<file path="config.mk">
export PLATFORM = sky130hd
export DESIGN_NAME = segment_mux_flat
export DESIGN_NICKNAME = d
export VERILOG_FILES = /design/src/rtl/segment_mux_if.sv /design/src/rtl/segment_mux.sv /design/src/flat_wrapper.sv
export SDC_FILE = /design/constraint.sdc
export NUM_CORES = 1
export LEC_CHECK = 0
export ABC_AREA = 0
export CAP_MARGIN = 0
export CORE_MARGIN = 1.5
export CORE_UTILIZATION = 46
export CTS_BUF_LIST = sky130_fd_sc_hd__clkbuf_4
export CTS_CLUSTER_DIAMETER = 200
export CTS_CLUSTER_SIZE = 24
export DETAILED_ROUTE_END_ITERATION = 8
export PLACE_DENSITY_LB_ADDON = 0.25
export SLEW_MARGIN = 20
export SYNTH_ARGS = -nofsm -noshare
export SYNTH_HDL_FRONTEND = slang
export SYNTH_SLANG_ARGS = --single-unit
export TNS_END_PERCENT = 50
</file>
<file path="constraint.sdc">
create_clock -name clk500hz -period 3.1 [get_ports clk500hz]
set_input_delay 0.62 -clock clk500hz [delete_from_list [all_inputs] [get_ports clk500hz]]
set_output_delay 0.62 -clock clk500hz [all_outputs]
set_load 0.02 [all_outputs]
</file>
<file path="src/rtl/segment_mux_if.sv">
`default_nettype none
// ============================================================================
// Module      : segment_mux_if
// Description : Display bus between the timer datapath and segment_mux.
//               Carries the value to show, the 1 Hz blink level and the
//               active-low anode/cathode drive for the board pins.
// Revision    : 1.0 - initial release
// ============================================================================
interface segment_mux_if;
  logic        CLK1Hz;
  logic [15:0] bcd_num;
  logic [3:0]  an;
  logic [7:0]  segment;

  // Producer side: supplies value and blink level, observes the pins
  modport master (
    output CLK1Hz,
    output bcd_num,
    input  an,
    input  segment
  );

  // Display driver side
  modport slave (
    input  CLK1Hz,
    input  bcd_num,
    output an,
    output segment
  );
endinterface
`default_nettype wire

</file>
<file path="src/rtl/segment_mux.sv">
`default_nettype none
// ============================================================================
// Module      : segment_mux
// Description : 4-digit multiplexed common-anode 7-segment driver. Scans one
//               digit per clk500hz cycle, decodes its nibble to a hex glyph,
//               optionally blanks leading zeros and blinks one decimal point
//               from the synchronized 1 Hz level.
// Revision    : 1.0 - initial release
// ============================================================================
module segment_mux #(
  parameter int DP_DIGIT = 2,
  parameter bit LZB      = 1'b0
) (
  input  wire logic       clk500hz,
  input  wire logic       rstn,
  segment_mux_if.slave    disp
);

  localparam logic [1:0] c_dp_digit = DP_DIGIT[1:0];

  logic [1:0] r_k;
  logic       r_dp_meta;
  logic       r_dp_s;
  logic [3:0] r_an;
  logic [7:0] r_seg;

  logic [3:0] w_nibble;
  logic [6:0] w_glyph;
  logic       w_z3;
  logic       w_z32;
  logic       w_z321;
  logic       w_blank;
  logic [7:0] w_seg;

  // Two-flop synchronizer bringing the 1 Hz blink level into the scan domain
  always_ff @(posedge clk500hz or negedge rstn) begin
    if (!rstn) begin
      r_dp_meta <= 1'b0;
      r_dp_s    <= 1'b0;
    end else begin
      r_dp_meta <= disp.CLK1Hz;
      r_dp_s    <= r_dp_meta;
    end
  end

  // Select the nibble of the digit being loaded and decide its segment pattern
  always_comb begin
    w_nibble = 4'h0;
    w_glyph  = 7'h7F;
    w_blank  = 1'b0;
    w_seg    = 8'hFF;

    case (r_k)
      2'd0:    w_nibble = disp.bcd_num[3:0];
      2'd1:    w_nibble = disp.bcd_num[7:4];
      2'd2:    w_nibble = disp.bcd_num[11:8];
      default: w_nibble = disp.bcd_num[15:12];
    endcase

    // Active-low {g,f,e,d,c,b,a}
    case (w_nibble)
      4'h0:    w_glyph = 7'h40;
      4'h1:    w_glyph = 7'h79;
      4'h2:    w_glyph = 7'h24;
      4'h3:    w_glyph = 7'h30;
      4'h4:    w_glyph = 7'h19;
      4'h5:    w_glyph = 7'h12;
      4'h6:    w_glyph = 7'h02;
      4'h7:    w_glyph = 7'h78;
      4'h8:    w_glyph = 7'h00;
      4'h9:    w_glyph = 7'h10;
      4'hA:    w_glyph = 7'h08;
      4'hB:    w_glyph = 7'h03;
      4'hC:    w_glyph = 7'h46;
      4'hD:    w_glyph = 7'h21;
      4'hE:    w_glyph = 7'h06;
      default: w_glyph = 7'h0E;
    endcase

    // A digit is a leading zero only if it and every digit to its left are zero;
    // digit0 is always shown so a zero value still reads "0".
    case (r_k)
      2'd3:    w_blank = w_z3;
      2'd2:    w_blank = w_z32;
      2'd1:    w_blank = w_z321;
      default: w_blank = 1'b0;
    endcase
    w_blank = w_blank & LZB;

    w_seg[6:0] = w_blank ? 7'h7F : w_glyph;
    w_seg[7]   = (r_k == c_dp_digit) ? ~r_dp_s : 1'b1;
  end

  assign w_z3   = (disp.bcd_num[15:12] == 4'h0);
  assign w_z32  = w_z3  && (disp.bcd_num[11:8] == 4'h0);
  assign w_z321 = w_z32 && (disp.bcd_num[7:4]  == 4'h0);

  // Scan register: load the pins for the current digit, then advance to the next
  always_ff @(posedge clk500hz or negedge rstn) begin
    if (!rstn) begin
      r_k   <= 2'd0;
      r_an  <= 4'hF;
      r_seg <= 8'hFF;
    end else begin
      r_an  <= ~(4'b0001 << r_k);
      r_seg <= w_seg;
      r_k   <= r_k + 2'd1;
    end
  end

  assign disp.an      = r_an;
  assign disp.segment = r_seg;

endmodule
`default_nettype wire

</file>
<file path="src/flat_wrapper.sv">
// flat-port wrapper written by rule: the top's interface ports become plain ports
module segment_mux_flat 
#(
  parameter int DP_DIGIT = 2,
  parameter bit LZB      = 1'b0
)
  (clk500hz, rstn, disp_CLK1Hz, disp_bcd_num, disp_an, disp_segment);
  segment_mux_if disp_i ();
  input  wire logic clk500hz;
  input  wire logic rstn;
  input wire logic [$bits(disp_i.CLK1Hz)-1:0] disp_CLK1Hz;
  input wire logic [$bits(disp_i.bcd_num)-1:0] disp_bcd_num;
  output wire logic [$bits(disp_i.an)-1:0] disp_an;
  output wire logic [$bits(disp_i.segment)-1:0] disp_segment;
  assign disp_i.CLK1Hz = disp_CLK1Hz;
  assign disp_i.bcd_num = disp_bcd_num;
  assign disp_an = disp_i.an;
  assign disp_segment = disp_i.segment;
  segment_mux #(.DP_DIGIT(DP_DIGIT), .LZB(LZB)) u_core (.clk500hz(clk500hz), .rstn(rstn), .disp(disp_i));
endmodule
</file>
==> results_dict.tcl <==
set metrics [dict create \
    maxSlewViolCount 0 \
    hpwl_um 1350 \
    drive_gt1_share_pct 19.6 \
    first_pass_iters 4 \
    crit_arrival_ns 2.63 \
    diodes 0 \
    peakVddDrop_mv 0.159 \
    tightest_slew_ns 0.665 \
    fill_cells 144 \
    ys_types 19 \
    cp.required_ns 3.31 \
    cts_resized 0 \
    vias_per_cell 4.81 \
    end_kind "register" \
    clock_path_buffers 2 \
    gp_congestion 0.876 \
    port_buffers 30 \
    ys_seq_elements 16 \
    instances_no_fill 132 \
    yosysSeqAreaShare_pct 47.1 \
    core_um2 1760 \
    setup_slack_ns 0.688 \
    grt_pass1_vias 557 \
    cts.clk_slew.worst_paths_ns 0.09 \
    num_vias 635 \
    period_needed_ns 2.41 \
    nets 138 \
    die_area_um2 2190 \
    numCtsBuffers 3 \
    htree_levels 1 \
    synthArstFlopShare_pct 100 \
    syn_to_final_growth_pct 38.6 \
    grt_pass1_wl_um 2420 \
    die_h_um 46.8 \
    antenna_found_initial 0 \
    setup_viol 0 \
    hp-class "reg2reg" \
    clk_latency_ns 0.29 \
    p_per_area_nw_per_um2 349 \
    wire_per_inst_um 12.3 \
    drcViolationCount 0 \
    synthCells 74 \
    ff2ff_path_depth 9 \
    place_ws_ns 0.492 \
    critical_path_peak_fanout 6 \
    rows 15 \
    fp.dieW_um 46.8 \
    root_buffer "clkbuf_4" \
    syn_area_um2 882 \
    status "completed" \
    clock_skew_ns 0.00484 \
    wirelength_um 1630 \
    initial_utilization_pct 50.0 \
    hold_viol_final 0 \
    grt_max_degree 17 \
    grt_use_total_pct 16.5 \
    drtAntennaViolNets 0 \
    ys.flop_type "dfstp_2" \
    max_clock_freq_ghz 0.415 \
    cp-start-kind "register" \
    max_cap_viol_count 0 \
    post_cts_buffers 0 \
    multiInputGateArea_um2 393 \
    synth_nets 104 \
    slew_headroom_pct 55.5 \
    cts.sink_count 16 \
    grt_overflow 0 \
    drt_iter0_drc 14 \
    hold_buffers 0 \
    yosysWarnings 0 \
    final-seq-area_um2 415 \
    critical_path_class "reg2reg" \
    syn_area_per_cell_um2 11.9 \
    ios 31 \
    min_path_cells 1 \
    cts_tree "yes" \
    leakage_nw 0.556 \
    setup_tns_ns 0 \
    synth_edf_count 0 \
    placedCellCount 128 \
    rsz0062_at_grt "no" \
    timing.final.crit_share_pct 77.8 \
]
[worst paths after layout]
path | from | endpoint | slack, ns
min in group asynchronous | rstn | u_core.r_dp_s | 0.73
max in group asynchronous | rstn | u_core.r_k[1] | 1.94
worst min register to register | u_core.r_dp_s | u_core.disp.segment[7] | 0.38
worst max-delay path | u_core.r_k[0] | u_core.disp.segment[4] | 0.69
worst min-delay path | u_core.r_dp_s | u_core.disp.segment[7] | 0.38
worst max register to register | u_core.r_k[0] | u_core.disp.segment[4] | 0.69
[routing by layer]
metal / global-route usage (%) / wire (um) / up-vias
met5: 0 / 0 / -
met4: 10.0 / 27 / 0
met3: 3.46 / 91 / 3
met2: 26.6 / 807 / 31
met1: 20.2 / 705 / 283
li1: - / - / 318
[power breakdown]
part | total [mW] | internal, mW | switching, mW
registers | 0.227 | 0.224 | 0.00261
clock network | 0.110 | 0.0468 | 0.0632
logic | 0.0905 | 0.0501 | 0.0404
[critical path: stages, from the launching register on]
cell and delay, ns:
dfrtp_1 0.42, inv_1 0.10, ha_1 0.28, a22oi_1 0.20, nand2_1 0.07, mux2i_1 0.33, inv_1 0.17, ha_1 0.22
or3_2 0.46, o21ai_0 0.09
[Yosys cell counts, types with 2 or more instances]
| master | number | share of area [%] |
|---|---|---|
| ha_1 | 11 | 16 |
| dfstp_2 | 12 | 36 |
| nand2_1 | 5 | 2.1 |
| mux2_2 | 2 | 2.6 |
| mux2i_1 | 10 | 11 |
| inv_1 | 13 | 5.5 |
| dfrtp_1 | 4 | 11 |
| a222oi_1 | 3 | 3.4 |
| o22ai_1 | 4 | 2.8 |
[final cells by class]
| class | count | area share, % |
|---|---|---|
| Sequential cell | 16 | 34.0 |
| Multi-Input combinational cell | 43 | 32.1 |
| Timing Repair Buffer | 31 | 25.2 |
| Inverter | 13 | 3.99 |
| Tap cell | 25 | 2.56 |
| Clock buffer | 3 | 1.84 |
| Clock inverter | 1 | 0.307 |
[kinds of logic (layout without fill, tap and decap cells)]
group	Yosys count	after routing	share of synthesized area, %
simple gates	9	9	5.25
compound gates	10	10	8.79
flops	16	16	47.1
fa+ha+maj	11	11	15.6
xor+xnor	1	1	0.993
buf+inv	15	48	8.37
mux	12	12	13.9
[stage by stage]
stage | hold WS (ns) | instance area (um2) | power [mW] | util [%]
5_1_grt | 0.394 | 1220 | 0.447 | 69.3
2_1_floorplan | 0.324 | 882 | 0.273 | -
6_report | 0.377 | 1220 | 0.427 | 69.3
3_3_place_gp | 0.361 | 1200 | 0.318 | 67.8
3_5_place_dp | 0.355 | 1200 | 0.322 | 67.8
4_1_cts | 0.377 | 1220 | 0.429 | 69.3
[flip-flops by register name (all words and copies together) (netlist names)]
name / flops
u_core.r_k: 2
u_core.r_dp_meta: 1
u_core.disp.an: 4
u_core.disp.segment: 8
u_core.r_dp_s: 1
[cell usage in the layout, fill, tap and decap left out]
master,count
o21ai_0,1
clkinv_1,1
a222oi_1,3
inv_1,13
a221o_1,1
clkbuf_4,3
dfrtp_1,4
mux2_2,2
or2_4,1
dfstp_2,12
clkdlybuf4s50_1,30
buf_4,1
nor2_1,1
ha_1,11
xnor2_1,1
o22ai_1,4
a22oi_1,1
mux2i_1,10
and3_2,1
nand2_1,5
or3_2,1
(Power assumes the default switching activity.)
